===== config.mk =====
export PLATFORM = sky130hd
export DESIGN_NAME = regfile_wb_arbiter
export DESIGN_NICKNAME = d
export VERILOG_FILES = /design/src/rtl/regfile_wb_arbiter_pkg.sv /design/src/rtl/wb_starve_ctr.sv /design/src/rtl/regfile_wb_arbiter.sv
export SDC_FILE = /design/constraint.sdc
export NUM_CORES = 1
export LEC_CHECK = 0
export ABC_AREA = 0
export ABC_CLOCK_PERIOD_IN_PS = 3000
export CAP_MARGIN = 30
export CORE_UTILIZATION = 41
export CTS_CLUSTER_DIAMETER = 150
export CTS_CLUSTER_SIZE = 30
export DETAILED_ROUTE_END_ITERATION = 7
export GPL_TIMING_DRIVEN = 0
export PLACE_DENSITY = 0.89
export SLEW_MARGIN = 20
export SYNTH_ARGS = -nofsm -noshare
export SYNTH_HDL_FRONTEND = slang
export SYNTH_HIERARCHICAL = 1
export SYNTH_SLANG_ARGS = --single-unit

===== constraint.sdc =====
create_clock -name clk -period 3 [get_ports clk]
set_clock_uncertainty 0.05 [all_clocks]
set_input_delay 0.9 -clock clk [delete_from_list [all_inputs] [get_ports clk]]
set_output_delay 0.9 -clock clk [all_outputs]
set_load 0.02 [all_outputs]

===== src/rtl/regfile_wb_arbiter_pkg.sv =====
// Shared widths and writeback source indices for the
// register file write-port arbiter.
package regfile_wb_arbiter_pkg;

    localparam int RF_ADDR_W = 4;
    localparam int RF_DATA_W = 32;
    localparam int RF_NREGS  = 16;

    localparam int WB_SRC_ALU  = 0;
    localparam int WB_SRC_LOAD = 1;
    localparam int WB_SRC_LDM  = 2;

    localparam int STARVE_W = 4;

endpackage


===== src/rtl/wb_starve_ctr.sv =====
// Saturating per-requester starvation counter; at_limit
// promotes the requester to top priority.
module wb_starve_ctr
    import regfile_wb_arbiter_pkg::*;
#(
    parameter int LIMIT = 4
) (
    input  logic clk,
    input  logic rst_b,
    input  logic clr,
    input  logic inc,
    output logic at_limit
);

    localparam logic [STARVE_W-1:0] LIM = STARVE_W'(LIMIT);

    logic [STARVE_W-1:0] cnt_q;
    logic [STARVE_W-1:0] cnt_d;

    always_comb begin
        cnt_d = cnt_q;
        if (clr) begin
            cnt_d = '0;
        end else if (inc && (cnt_q != LIM)) begin
            cnt_d = cnt_q + 1'b1;
        end
    end

    always_ff @(posedge clk or negedge rst_b) begin
        if (!rst_b) begin
            cnt_q <= '0;
        end else begin
            cnt_q <= cnt_d;
        end
    end

    assign at_limit = (cnt_q == LIM);

endmodule


===== src/rtl/regfile_wb_arbiter.sv =====
// Arbitrates NREQ writeback sources onto the single regfile
// write port and tracks in-flight destination registers.
module regfile_wb_arbiter
    import regfile_wb_arbiter_pkg::*;
#(
    parameter int NREQ         = 3,
    parameter int STARVE_LIMIT = 4
) (
    input  logic                      clk,
    input  logic                      rst_b,
    input  logic [NREQ-1:0]           req_valid,
    input  logic [RF_ADDR_W*NREQ-1:0] req_reg,
    input  logic [RF_DATA_W*NREQ-1:0] req_data,
    output logic [NREQ-1:0]           req_ready,
    input  logic                      claim_valid,
    input  logic [RF_ADDR_W-1:0]      claim_reg,
    input  logic                      flush,
    output logic [RF_ADDR_W-1:0]      rf_write,
    output logic                      rf_write_req,
    output logic [RF_DATA_W-1:0]      rf_write_data,
    output logic [RF_NREGS-1:0]       pending
);

    logic [NREQ-1:0]      at_limit;
    logic [NREQ-1:0]      starving;
    logic [NREQ-1:0]      ready;
    logic                 found;
    logic [RF_ADDR_W-1:0] sel_reg;
    logic [RF_DATA_W-1:0] sel_data;

    logic                 wr_req_q;
    logic                 wr_req_d;
    logic [RF_ADDR_W-1:0] wr_addr_q;
    logic [RF_ADDR_W-1:0] wr_addr_d;
    logic [RF_DATA_W-1:0] wr_data_q;
    logic [RF_DATA_W-1:0] wr_data_d;
    logic [RF_NREGS-1:0]  pend_q;
    logic [RF_NREGS-1:0]  pend_d;

    for (genvar g = 0; g < NREQ; g++) begin : g_ctr
        wb_starve_ctr #(
            .LIMIT (STARVE_LIMIT)
        ) u_ctr (
            .clk      (clk),
            .rst_b    (rst_b),
            .clr      (ready[g] | ~req_valid[g] | flush),
            .inc      (req_valid[g] & ~ready[g]),
            .at_limit (at_limit[g])
        );
    end

    // Starved requesters first, then plain lowest-index.
    always_comb begin
        ready    = '0;
        found    = 1'b0;
        starving = req_valid & at_limit;
        for (int i = 0; i < NREQ; i++) begin
            if (starving[i] && !found) begin
                ready[i] = 1'b1;
                found    = 1'b1;
            end
        end
        for (int i = 0; i < NREQ; i++) begin
            if (req_valid[i] && !found) begin
                ready[i] = 1'b1;
                found    = 1'b1;
            end
        end
        if (flush || !rst_b) begin
            ready = '0;
        end
    end

    always_comb begin
        sel_reg  = '0;
        sel_data = '0;
        for (int i = 0; i < NREQ; i++) begin
            if (ready[i]) begin
                sel_reg  = sel_reg
                         | req_reg[RF_ADDR_W*i +: RF_ADDR_W];
                sel_data = sel_data
                         | req_data[RF_DATA_W*i +: RF_DATA_W];
            end
        end
    end

    always_comb begin
        wr_req_d  = |ready;
        wr_addr_d = wr_addr_q;
        wr_data_d = wr_data_q;
        if (|ready) begin
            wr_addr_d = sel_reg;
            wr_data_d = sel_data;
        end
    end

    // A fresh claim outlives the write retiring this cycle.
    always_comb begin
        pend_d = pend_q;
        if (wr_req_q) begin
            pend_d[wr_addr_q] = 1'b0;
        end
        if (claim_valid) begin
            pend_d[claim_reg] = 1'b1;
        end
        if (flush) begin
            pend_d = '0;
        end
    end

    always_ff @(posedge clk or negedge rst_b) begin
        if (!rst_b) begin
            wr_req_q  <= 1'b0;
            wr_addr_q <= '0;
            wr_data_q <= '0;
            pend_q    <= '0;
        end else begin
            wr_req_q  <= wr_req_d;
            wr_addr_q <= wr_addr_d;
            wr_data_q <= wr_data_d;
            pend_q    <= pend_d;
        end
    end

    assign req_ready     = ready;
    assign rf_write      = wr_addr_q;
    assign rf_write_req  = wr_req_q;
    assign rf_write_data = wr_data_q;
    assign pending       = pend_q;

endmodule


# Word-level counts from Yosys, hierarchy flattened
# Cells that the tools add are included.
# totals
ff_bits,65
wordCells,94
# classes
n_eq_ne,6
bitwise_logic,23
magnitude_cmp,4
n_addsub,3
n_mux,30
reduce_logical,21
# ops
operator,n
32-bit two-way mux,3
32-bit bitwise OR,2
16-bit two-way mux,3
4-bit two-way mux,9
16-bit AND,1
16-bit NOT,1
16-bit bitwise OR,1
"4-bit by 1-bit adder with 4-bit output, second input constant",3
"4-bit by 3-bit equality test with 1-bit output, second input constant",3
1-bit two-way mux,12
"4-bit by 3-bit inequality test with 1-bit output, second input constant",3
1-bit logical AND,10
"4-bit by 5-bit less-than comparator with 1-bit output, second input constant",2
1-bit demux with 4-bit select,2
"4-bit by 1-bit greater-or-equal comparator with 1-bit output, second input constant",2
4-bit bitwise OR,2
1-bit logical NOT,6
1-bit NOT,6
1-bit bitwise OR,6
2-bit nonzero test,3
1-bit AND,3
3-bit AND,1
3-bit two-way mux,1
3-bit OR reduction,1
1-bit logical OR,1

# Longest topological paths before layout
# Gate-level depths: netlist (run 1).
# depth
ltp_word,24
mapped_depth,12
depth_no_buf,10

# By module
# The synthesis (run 1) kept the hierarchy.
# by_module_without_submodules
mod,instances,cells_per_inst,area_per_inst_um2
regfile_wb_arbiter,1,276,2864.0
wb_starve_ctr,3,24,234.0

# Worst setup path before layout (run 1)
# No wires, ideal clock.
# synth_timing
kind,input-to-output
start,input flush
end,output req_ready[1]
setup_slack_ns,0.182
n_path_buf,3
arrival_time_ns,1.868
cell_stages,5
cell_sequence,buf_2 nand3b_1 a2111oi_4 buf_6 buf_2
# synth_between
elab_chain_len,2
# synth_lines
item,line,rtl
"start, declared",regfile_wb_arbiter.sv:17,"input logic flush,"
1-bit logical OR,regfile_wb_arbiter.sv:69,if (flush || !rst_b) begin
3-bit two-way mux,regfile_wb_arbiter.sv:69,
"end, declared",regfile_wb_arbiter.sv:14,"output logic [NREQ-1:0] req_ready,"
# No other way between the ends.

# Final worst setup path (run 1)
# layout_timing
start,register g_ctr[2].u_ctr.cnt_q[1]
end,output req_ready[1]
# layout_between
elab_chain_len,11
# layout_lines
item,line,rtl
"start, declared",wb_starve_ctr.sv:17,logic [STARVE_W-1:0] cnt_q;
"start signal, assigned",wb_starve_ctr.sv:33,cnt_q <= cnt_d;
4-bit by 3-bit equality test with 1-bit output *,wb_starve_ctr.sv:37,assign at_limit = (cnt_q == LIM);
via at_limit[2],regfile_wb_arbiter.sv:24,logic [NREQ-1:0] at_limit;
3-bit AND *,regfile_wb_arbiter.sv:56,starving = req_valid & at_limit;
1-bit logical AND *,regfile_wb_arbiter.sv:58,if (starving[i] && !found) begin
1-bit two-way mux *,regfile_wb_arbiter.sv:58,
1-bit logical NOT,regfile_wb_arbiter.sv:64,if (req_valid[i] && !found) begin
1-bit logical AND,regfile_wb_arbiter.sv:64,
1-bit two-way mux *,regfile_wb_arbiter.sv:64,
1-bit logical NOT *,regfile_wb_arbiter.sv:64,
1-bit logical AND *,regfile_wb_arbiter.sv:64,
1-bit two-way mux *,regfile_wb_arbiter.sv:64,
3-bit two-way mux *,regfile_wb_arbiter.sv:69,
# The timed path passes the listed nets; every way through them passes the cells marked *.

==> results of run 1 <==
==> area by class of cell <==
| class | count | area (sq um) | area share [%] |
|---|---|---|---|
| plain buffers | 27 | 183 | 3.14 |
| clock buffers | 10 | 138 | 2.37 |
| clock inverters | 6 | 66.3 | 1.14 |
| inverters | 10 | 42.5 | 0.731 |
| multi-input cells | 243 | 1770 | 30.4 |
| flip-flops and latches | 65 | 1630 | 28.0 |
| well taps | 105 | 131 | 2.26 |
| repair buffers | 188 | 1860 | 31.9 |
==> worst max-delay path, delay by kind of cell (launching register included) <==
kind,cells,cell delay (ns)
and+or+nand+nor,2,0.31
AOI/OAI and AO/OA,1,0.32
DFF,1,0.38
buffers and inverters,4,0.46
adders and majority gates,1,0.17
==> worst paths after layout <==
path	startpoint	end	slack (ns)	depth (start not counted)
min in group clk	rf_write_data[15]	rf_write_data[15]	0.48	2
max	g_ctr[2].u_ctr/cnt_q[1]	req_ready[1]	0.06	8
min	rst_b	g_ctr[1].u_ctr/cnt_q[1]	0.32	1
min reg2reg	rf_write_data[15]	rf_write_data[15]	0.48	2
max reg2reg	g_ctr[2].u_ctr/cnt_q[1]	g_ctr[0].u_ctr/cnt_q[3]	0.22	12
max in group asynchronous	rst_b	rf_write_data[2]	2.13	2
==> stage by stage <==
step | instance area (sq um) | TNS, ns | power (mW) | setup WS, ns
5_1_grt | 5820 | -0.0344 | 2.82 | -0.0194
2_1_floorplan | 3570 | 0 | 1.45 | 0.182
4_1_cts | 5770 | -0.00987 | 2.70 | -0.00987
3_3_place_gp | 5430 | -189.90 | 1.90 | -3.32
6_report | 5820 | 0 | 2.69 | 0.0562
3_5_place_dp | 5450 | -3.90 | 1.92 | -1.06
==> metal layers <==
| layer | wire length (microns) | up-vias | share of wire, % | global-route usage [%] |
|---|---|---|---|---|
| li1 | - | 1769 | - | - |
| met3 | 949 | 18 | 7.9 | 6.14 |
| met1 | 4690 | 1837 | 39 | 33.9 |
| met5 | 0 | - | 0 | 0 |
| met4 | 208 | 0 | 1.7 | 10.1 |
| met2 | 6140 | 201 | 51 | 44.7 |
==> power groups by stage <==
stage	clock, mW	sequential (mW)	combinational [mW]
final	0.770	1.06	0.858
after global routing	0.825	1.08	0.913
after CTS	0.780	1.06	0.857
after detailed placement	0	1.08	0.844
after global placement	0	1.07	0.828
after floorplan	0	1.19	0.253
==> logic make-up after synthesis <==
logic type      synth area share, %
fa+ha+maj                      2.11
flops                          45.6
simple gates                   18.7
buf+inv                        6.07
compound gates                 27.5
==> cells in the final DEF (no fill, tap or decap), types with 3 or more instances in the layout <==
cell type,n
or3_1,4
nand3b_4,3
a21oi_2,29
nand2_1,21
nor2_1,6
nand4_1,5
clkinvlp_4,3
clkbuf_1,8
a222oi_1,36
buf_2,9
dfrtp_1,65
nor3_1,3
nand2b_1,4
inv_2,4
buf_4,19
nor4_1,36
nand3_1,12
nand3b_1,3
o21ai_0,15
a21o_2,6
inv_1,4
clkbuf_8,10
ha_1,4
clkdlybuf4s50_1,166
nor2b_1,7
a21oi_1,34
buf_6,7
==> repair_timing <==
item	in CTS	in global routing
setup endpoints to repair	4	5
gates cloned	0	0
pin swaps	5	3
resized for setup	40	9
hold buffers	0	0
endpoints found under the hold margin	0	0
buffers inserted	10	4
==> flip-flops by register name, indices dropped and copies added (netlist names) <==
name / flops
g_ctr.u_ctr/cnt_q: 12
rf_write_req: 1
pending: 16
rf_write: 4
rf_write_data: 32
==> results.tsv, run 1 <==
metric	value	unit
drc	4	
synth_common_cells	65 x dfrtp_1, 36 x a222oi_1, 36 x nor4_1	
die_w	95.3	microns
critPathSlowestCell	dfrtp_1	
fin_nets	669	
yosysSeqAreaShare	45.6	%
max_freq	0.340	GHz
switching_power	0.848	mW
vias_per_cell	5.85	
first_pass_iters	8	
synthCells	348	
cts_root_buf	clkbuf_8	
rsz0062_at_grt	yes	
dr_total_vias	3825	
drv_slew	0	
cts_buffer_depth	2	
critPathKind	register to output port	
pwr-share-comb	31.9	%
async_flop_share	100	%
clk_pin_slew_worst_paths	0.07	ns
grt_overflow	0	
cp-start-kind	register	
grt_pass1_vias	3785	
cts_sinks	65	
dpl.hpwl	8850	microns
path_cells	inv_1 -> ha_4 -> nand3b_4 -> inv_4 -> and3b_2 -> a2111oi_4 -> buf_6 -> buf_6	
gp_congestion	0.876	
syn_nets	473	
die_y	95.3	microns
peakVddDrop	0.249	mV
area_growth_syn_to_layout	63.1	%
fp-row-count	33	
cts.htree.levels	3	
crit_top_cell	buf_6	
ys_seq_elements	65	
ios	175	
hold_viol_final	0	
die_area	9070	sq um
wl	12000	microns
intPower	1.84	mW
drv_cap	0	
grt_use_total	26.9	%
post-route-util	70.1	%
slowest_delay	0.38	ns
synth-edff-count	0	
n_fill_cell	615	
p_clk_share	28.6	%
synth-main-ff-cell	dfrtp_1	
yosysMostFrequentCell	dfrtp_1	
clock_latency	0.34	ns
relSlewSlack	63.9	%
finalCriticalPeriod	2.94	ns
setup_violations	0	
io_buffers	173	
grt_pass1_wl	18500	microns
synth_area_per_cell	10.2	sq um
cts_tree	yes	
path_max_fanout	8	
core	8300	sq um
syn_area	3570	sq um
n_antenna_cell	0	
stdcell_count	654	
synth_top_area_share	45.6	%
tightest_slew	0.541	ns
synth_top_area_cell	dfrtp_1	
dp.cells	627	
whs	0.323	ns
period_share	98.1	%
power_frac_seq	39.5	%
initial_utilization	43.0	%
yosys_warnings	6	
layout-drive-gt1-share	19.9	%
drt-initial-drc-count	358	
cts_buffers	9	
hp-class	input port to async pin	
ant_nets	0	
switching_share	31.5	%
crit_arrival	1.99	ns
synth_area_leaders	dfrtp_1 46%, a222oi_1 10%, a21oi_2 7.1%, nor4_1 6.3%, a21oi_1 4.8%	
violations	DRC	
power_density	463	nW/um^2
antenna_found_initial	0	
total_leakage_power	2.26	nW
required	2.05	ns
synth_cell_types	35	
grt_max_degree	44	
wl_per_cell	18.3	microns
status	finished, violations left	
worstSetupEndpointType	output port	
Power figures use the tool's default switching activity.
==> run 2: changes to the inputs <==
- ABC_CLOCK_PERIOD_IN_PS: 3000 -> 3500
- CORE_UTILIZATION: 41 -> 44
- PLACE_DENSITY: 0.89 -> 0.94
- SKIP_LAST_GASP: not set -> 1
- clock period: 3 -> 3.5 ns (I/O delays scaled with it)
==> results.tsv, run 2 (synthesis gave the netlist of run 1 again) <==
metric	value	unit	change
setup_violations	0		unchanged
grt_max_degree	37		-16%
die_y	92.0	microns	-3.4%
cts_root_buf	clkbuf_8		
cts_sinks	65		unchanged
crit_cells	5		-3
largest_register_ffs	32		unchanged
grt_pass1_vias	3842		+1.5%
switching_share	31.0	%	-0.51 points
slowest_delay	0.43	ns	+0.05 ns
finalCriticalPeriod	3.39	ns	
hold_viol_final	0		unchanged
r2r-end	g_ctr[1].u_ctr/cnt_q[3]		
n_fill_cell	568		-7.6%
drt-initial-drc-count	311		-13%
final.setup.tns	0	ns	unchanged
required	2.40	ns	+0.35 ns
pwr-share-comb	32.1	%	+0.2 points
layout-drive-gt1-share	16.4	%	-3.5 points
first_pass_iters	8		unchanged
min_to	rf_write_data[20]		
fin_nets	658		-1.6%
whs_path_depth	2		
hold_buffers	0		unchanged
power_density	401	nW/um^2	-13%
core	7770	sq um	-6.4%
dpl_worst_slack	-0.900	ns	+0.158 ns
drv_cap	0		unchanged
reg2reg_from	g_ctr[2].u_ctr/cnt_q[0]		
total_leakage_power	2.21	nW	-2.3%
dpl.hpwl	8830	microns	-0.13%
final_common_cell	clkdlybuf4s50_1		
cpLargestDelayFamily	buffers and inverters		
gp_congestion	0.889		+1.5%
p_clk_share	27.8	%	-0.8 points
rrSetupSlack	0.55	ns	+0.33 ns
area_growth_syn_to_layout	58.8	%	
wl_per_cell	18.4	microns	+0.51%
critPathSlowestCell	a2111oi_4		
worstSetupEndpointType	output port		
antenna_found_initial	0		unchanged
cp-start-kind	input port		
critical_path_buf_inv_count	3		-1
fin_area	5660	sq um	-2.6%
switching_power	0.704	mW	-17%
place_area	5440	sq um	about the same
fp-row-count	32		-3.0%
rsz0062_at_grt	no		
post-route-util	72.9	%	+2.8 points
regArea	1630	sq um	unchanged
grt_overflow	0		unchanged
drv_slew	0		unchanged
power_frac_seq	40.1	%	+0.6 points
intPower	1.57	mW	-15%
crit_arrival	2.29	ns	+0.30 ns
peakVddDrop	0.244	mV	-2.0%
initial_utilization	45.9	%	+2.9 points
path_cells	buf_6 -> nand3b_1 -> a2111oi_4 -> buf_6 -> buf_2		
die_area	8470	sq um	-6.7%
critPathKind	input port to output port		
drc	0		-4
io_buffers	173		unchanged
cts_buffer_depth	2		unchanged
dr_total_vias	3832		+0.18%
cts_tree	yes		
ant_nets	0		unchanged
final_cell_mix	166 x clkdlybuf4s50_1, 65 x dfrtp_1, 36 x a222oi_1, 36 x nor4_1, 34 x a21oi_1		
status	finished clean		
grt_pass1_wl	18600	microns	+0.26%
cts_buffers	9		unchanged
clock_latency	0.34	ns	about the same
vias_per_cell	5.99		+2.4%
grt_use_total	28.7	%	+1.9 points
ios	175		unchanged
path_max_fanout	33		+25
clk_pin_slew_worst_paths	0.06	ns	about the same
worstHoldStart	rf_write_data[20]		
wl	11800	microns	-1.6%
multiInputGateArea	1720	sq um	-2.6%
die_w	92.0	microns	-3.4%
rr_worst_depth	13		+1
n_antenna_cell	0		unchanged
setup_ws	0.115	ns	+0.0586 ns
crit_top_cell	buf_6		
max_freq	0.295	GHz	
relSlewSlack	61.2	%	-2.8 points
cts.htree.levels	3		unchanged
tightest_slew	0.582	ns	+0.0416 ns
period_share	96.7	%	
hp-class	register to register		
run 2: cell count changes in the layout (fill, tap and decap cells not counted), moves of 2 or more:
cell,change
inv_1,+3
buf_2,+2
dlygate4sd2_1,+2
ha_1,+2
inv_4,-2
clkinvlp_4,-2
ha_4,-2
clkinv_2,+3
buf_4,-13
run 2: what timing repair did:
item / CTS / global route
setup buffers: 3 / 0
pin swaps: 2 / 1
gates resized for setup: 19 / 3
setup endpoints to repair: 3 / 3
run 2: power groups by stage:
stage	logic, mW	clock network (mW)	registers [mW]
final	0.730	0.631	0.911
after global routing	0.773	0.667	0.921
after CTS	0.732	0.634	0.910
after detailed placement	0.727	0	0.923
after global placement	0.708	0	0.918
after floorplan	0.216	0	1.02
run 2: tightest hold or removal path: stages, from the launching register on:
cell and delay, ns:
dfrtp_1 0.35, nor4_1 0.06, a21oi_2 0.09
run 2: worst max path at each step:
stage / startpoint / end / slack, ns
2_1_floorplan: flush / req_ready[1] / 0.38
3_3_place_gp: rst_b / req_ready[1] / -3.14
3_5_place_dp: req_valid[0] / req_ready[1] / -0.90
4_1_cts: req_valid[2] / req_ready[1] / -0.07
5_1_grt: rst_b / req_ready[1] / 0.009
6_report: rst_b / req_ready[1] / 0.11
run 2: area by class of cell:
type	count	area share, %
timing repair buffer	177	31.2
multi-input combinational	243	30.4
tap	102	2.25
sequential	65	28.7
clock inverter	6	1.02
inverter	10	0.663
clock buffer	10	2.43
buffer	27	3.27
run 2: stage by stage:
| stage | cells | hold WS, ns | total power, mW |
|---|---|---|---|
| global route | 640 | 0.501 | 2.36 |
| detailed placement | 624 | 0.469 | 1.65 |
| global placement | 623 | 0.455 | 1.63 |
| CTS | 640 | 0.485 | 2.28 |
| finish | 640 | 0.483 | 2.27 |
| floorplan | 348 | 0.458 | 1.24 |
run 2: routing by layer:
metal  global-route usage (%)  routed length [microns]  vias to the layer above
met4                     15.0                      340                        0
li1                         -                        -                     1754
met3                     6.05                      801                       30
met2                     52.1                     6290                      201
met1                     31.3                     4360                     1847
met5                        0                        0                        -
==> run 3: changes to the inputs <==
- CORE_UTILIZATION: 44 -> 45
- CTS_BUF_LIST: not set -> sky130_fd_sc_hd__clkbuf_2 sky130_fd_sc_hd__clkbuf_4 sky130_fd_sc_hd__clkbuf_8
- PLACE_DENSITY: 0.94 -> 0.95
==> results.tsv, run 3 (synthesis gave the netlist of run 1 again) <==
metric	value	unit	change
critPathKind	input port to output port		
cts_buffer_depth	2		unchanged
cts.htree.levels	3		unchanged
final_cell_mix	166 x clkdlybuf4s50_1, 65 x dfrtp_1, 36 x a222oi_1, 36 x nor4_1, 34 x a21oi_1		
reg2reg_from	g_ctr[2].u_ctr/cnt_q[0]		
slowest_delay	0.43	ns	about the same
wl_per_cell	18.6	microns	+0.71%
grt_pass1_vias	3987		+3.8%
setup_violations	0		unchanged
cts_buffers	9		unchanged
first_pass_iters	6		-2
max_freq	0.290	GHz	-1.7%
wl	12000	microns	+2.0%
fp-row-count	32		unchanged
die_y	91.0	microns	-1.1%
drt-initial-drc-count	363		+17%
grt_overflow	0		unchanged
clk_pin_slew_worst_paths	0.07	ns	about the same
cts_sinks	65		unchanged
dp.cells	624		unchanged
r2r-end	g_ctr[1].u_ctr/cnt_q[3]		
place_area	5440	sq um	unchanged
hp-class	input port to async pin		
n_fill_cell	549		-3.3%
dr_total_vias	3835		+0.078%
clock_latency	0.35	ns	about the same
drv_slew	0		unchanged
layout-drive-gt1-share	17.6	%	+1.2 points
dpl_worst_slack	-0.945	ns	-0.0449 ns
dpl.hpwl	8790	microns	-0.45%
crit_arrival	2.34	ns	+0.05 ns
power_density	400	nW/um^2	-0.23%
path_cells	dlygate4sd2_1 -> and3b_2 -> a2111oi_4 -> buf_6 -> buf_2		
core	7690	sq um	-1.0%
die_area	8280	sq um	-2.2%
critical_path_buf_inv_count	3		unchanged
critPathSlowestCell	a2111oi_4		
hold_viol_final	0		unchanged
grt_pass1_wl	19500	microns	+5.0%
fin_area	5780	sq um	+2.0%
cp-start-kind	input port		
ios	175		unchanged
io_buffers	173		unchanged
cts_tree	yes		
peakVddDrop	0.244	mV	about the same
cpLargestDelayFamily	buffers and inverters		
antenna_found_initial	0		unchanged
worstSetupEndpointType	output port		
tightest_slew	0.586	ns	+0.00359 ns
finalCriticalPeriod	3.44	ns	+0.0585 ns
grt_use_total	30.1	%	+1.3 points
area_growth_syn_to_layout	62.0	%	
setup_ws	0.0563	ns	-0.0585 ns
rr_worst_depth	13		unchanged
rrSetupSlack	0.46	ns	-0.09 ns
whs	0.474	ns	-0.00922 ns
n_antenna_cell	0		unchanged
hold_buffers	0		unchanged
die_w	91.0	microns	-1.1%
ant_nets	0		unchanged
drc	0		unchanged
final_common_cell	clkdlybuf4s50_1		
stdcell_count	648		+1.3%
required	2.40	ns	about the same
path_max_fanout	4		-88%
rsz0062_at_grt	no		
cts_root_buf	clkbuf_8		
post-route-util	75.1	%	+2.2 points
status	finished clean		
initial_utilization	46.4	%	+0.48 points
gp_congestion	0.898		+1.1%
period_share	98.4	%	+1.7 points
drv_cap	0		unchanged
grt_max_degree	33		-11%
total_leakage_power	2.27	nW	+2.6%
vias_per_cell	5.92		-1.2%
largest_register_ffs	32		unchanged
fin_nets	666		+1.2%
relSlewSlack	60.9	%	-0.24 points
run 3: changes by cell type in the layout (fill, tap and decap cells not counted):
cell             previous run  this run
buf_8                       0         1
buf_16                      0         2
clkdlybuf4s15_2             1         2
dlymetal6s2s_1              1         0
buf_4                       6        13
bufbuf_16                   0         1
buf_12                      2         0
buf_2                      11        10
dlygate4sd2_1               2         3
clkinv_2                    4         2
inv_6                       0         2
buf_6                       7         6
run 3: area by class of cell:
cell class	count	area [sq um]	area share, %
Buffer	27	180	3.12
Clock buffer	10	138	2.38
Clock inverter	6	65.1	1.13
Sequential cell	65	1630	28.2
Multi-Input combinational cell	243	1720	29.8
Timing Repair Buffer	185	1880	32.5
Inverter	10	37.5	0.650
Tap cell	102	128	2.21
run 3: worst max-delay path by stage:
stage / from / to / slack, ns / cells after the start
2_1_floorplan: flush / req_ready[1] / 0.38 / 5
3_3_place_gp: rst_b / req_ready[1] / -3.14 / 6
3_5_place_dp: rst_b / req_ready[2] / -0.95 / 7
4_1_cts: req_valid[0] / req_ready[1] / 0.03 / 5
5_1_grt: req_valid[2] / req_ready[1] / 0.003 / 5
6_report: req_valid[2] / req_ready[1] / 0.06 / 5
run 3: repair_timing:
item | 4_1_cts | 5_1_grt
buffers inserted | 4 | 6
gates resized for setup | 22 | 2
gates cloned | 1 | 0
endpoints found under the setup margin | 3 | 3
pin swaps | 1 | 1
run 3: where the power goes:
| group | internal, mW | leakage [nW] | switching [mW] |
|---|---|---|---|
| Sequential | 0.842 | 0.826 | 0.0711 |
| Combinational | 0.392 | 1.34 | 0.351 |
| Clock | 0.351 | 0.103 | 0.306 |
run 3: layer usage:
| metal | vias up | global-route usage [%] | share of wire (%) |
|---|---|---|---|
| li1 | 1770 | - | - |
| met1 | 1841 | 33.9 | 38 |
| met2 | 190 | 53.9 | 52 |
| met3 | 34 | 6.70 | 6.4 |
| met4 | 0 | 13.9 | 3.2 |
| met5 | - | 0 | 0 |
run 3: worst register-to-register path: stages (launching register included):
cell	delay, ns
dfrtp_1	0.40
inv_1	0.10
ha_1	0.21
nand3b_4	0.12
inv_2	0.11
and3b_2	0.23
a2111oi_4	0.07
buf_6	0.15
buf_4	0.20
buf_4	0.21
nor2b_1	0.44
nand4_1	0.21
or3_1	0.34
a21oi_1	0.15
run 3: through the flow:
stage	TNS [ns]	total power [mW]
2_1_floorplan	0	1.24
3_3_place_gp	-151.35	1.62
3_5_place_dp	-2.61	1.65
4_1_cts	0	2.32
5_1_grt	0	2.41
6_report	0	2.31
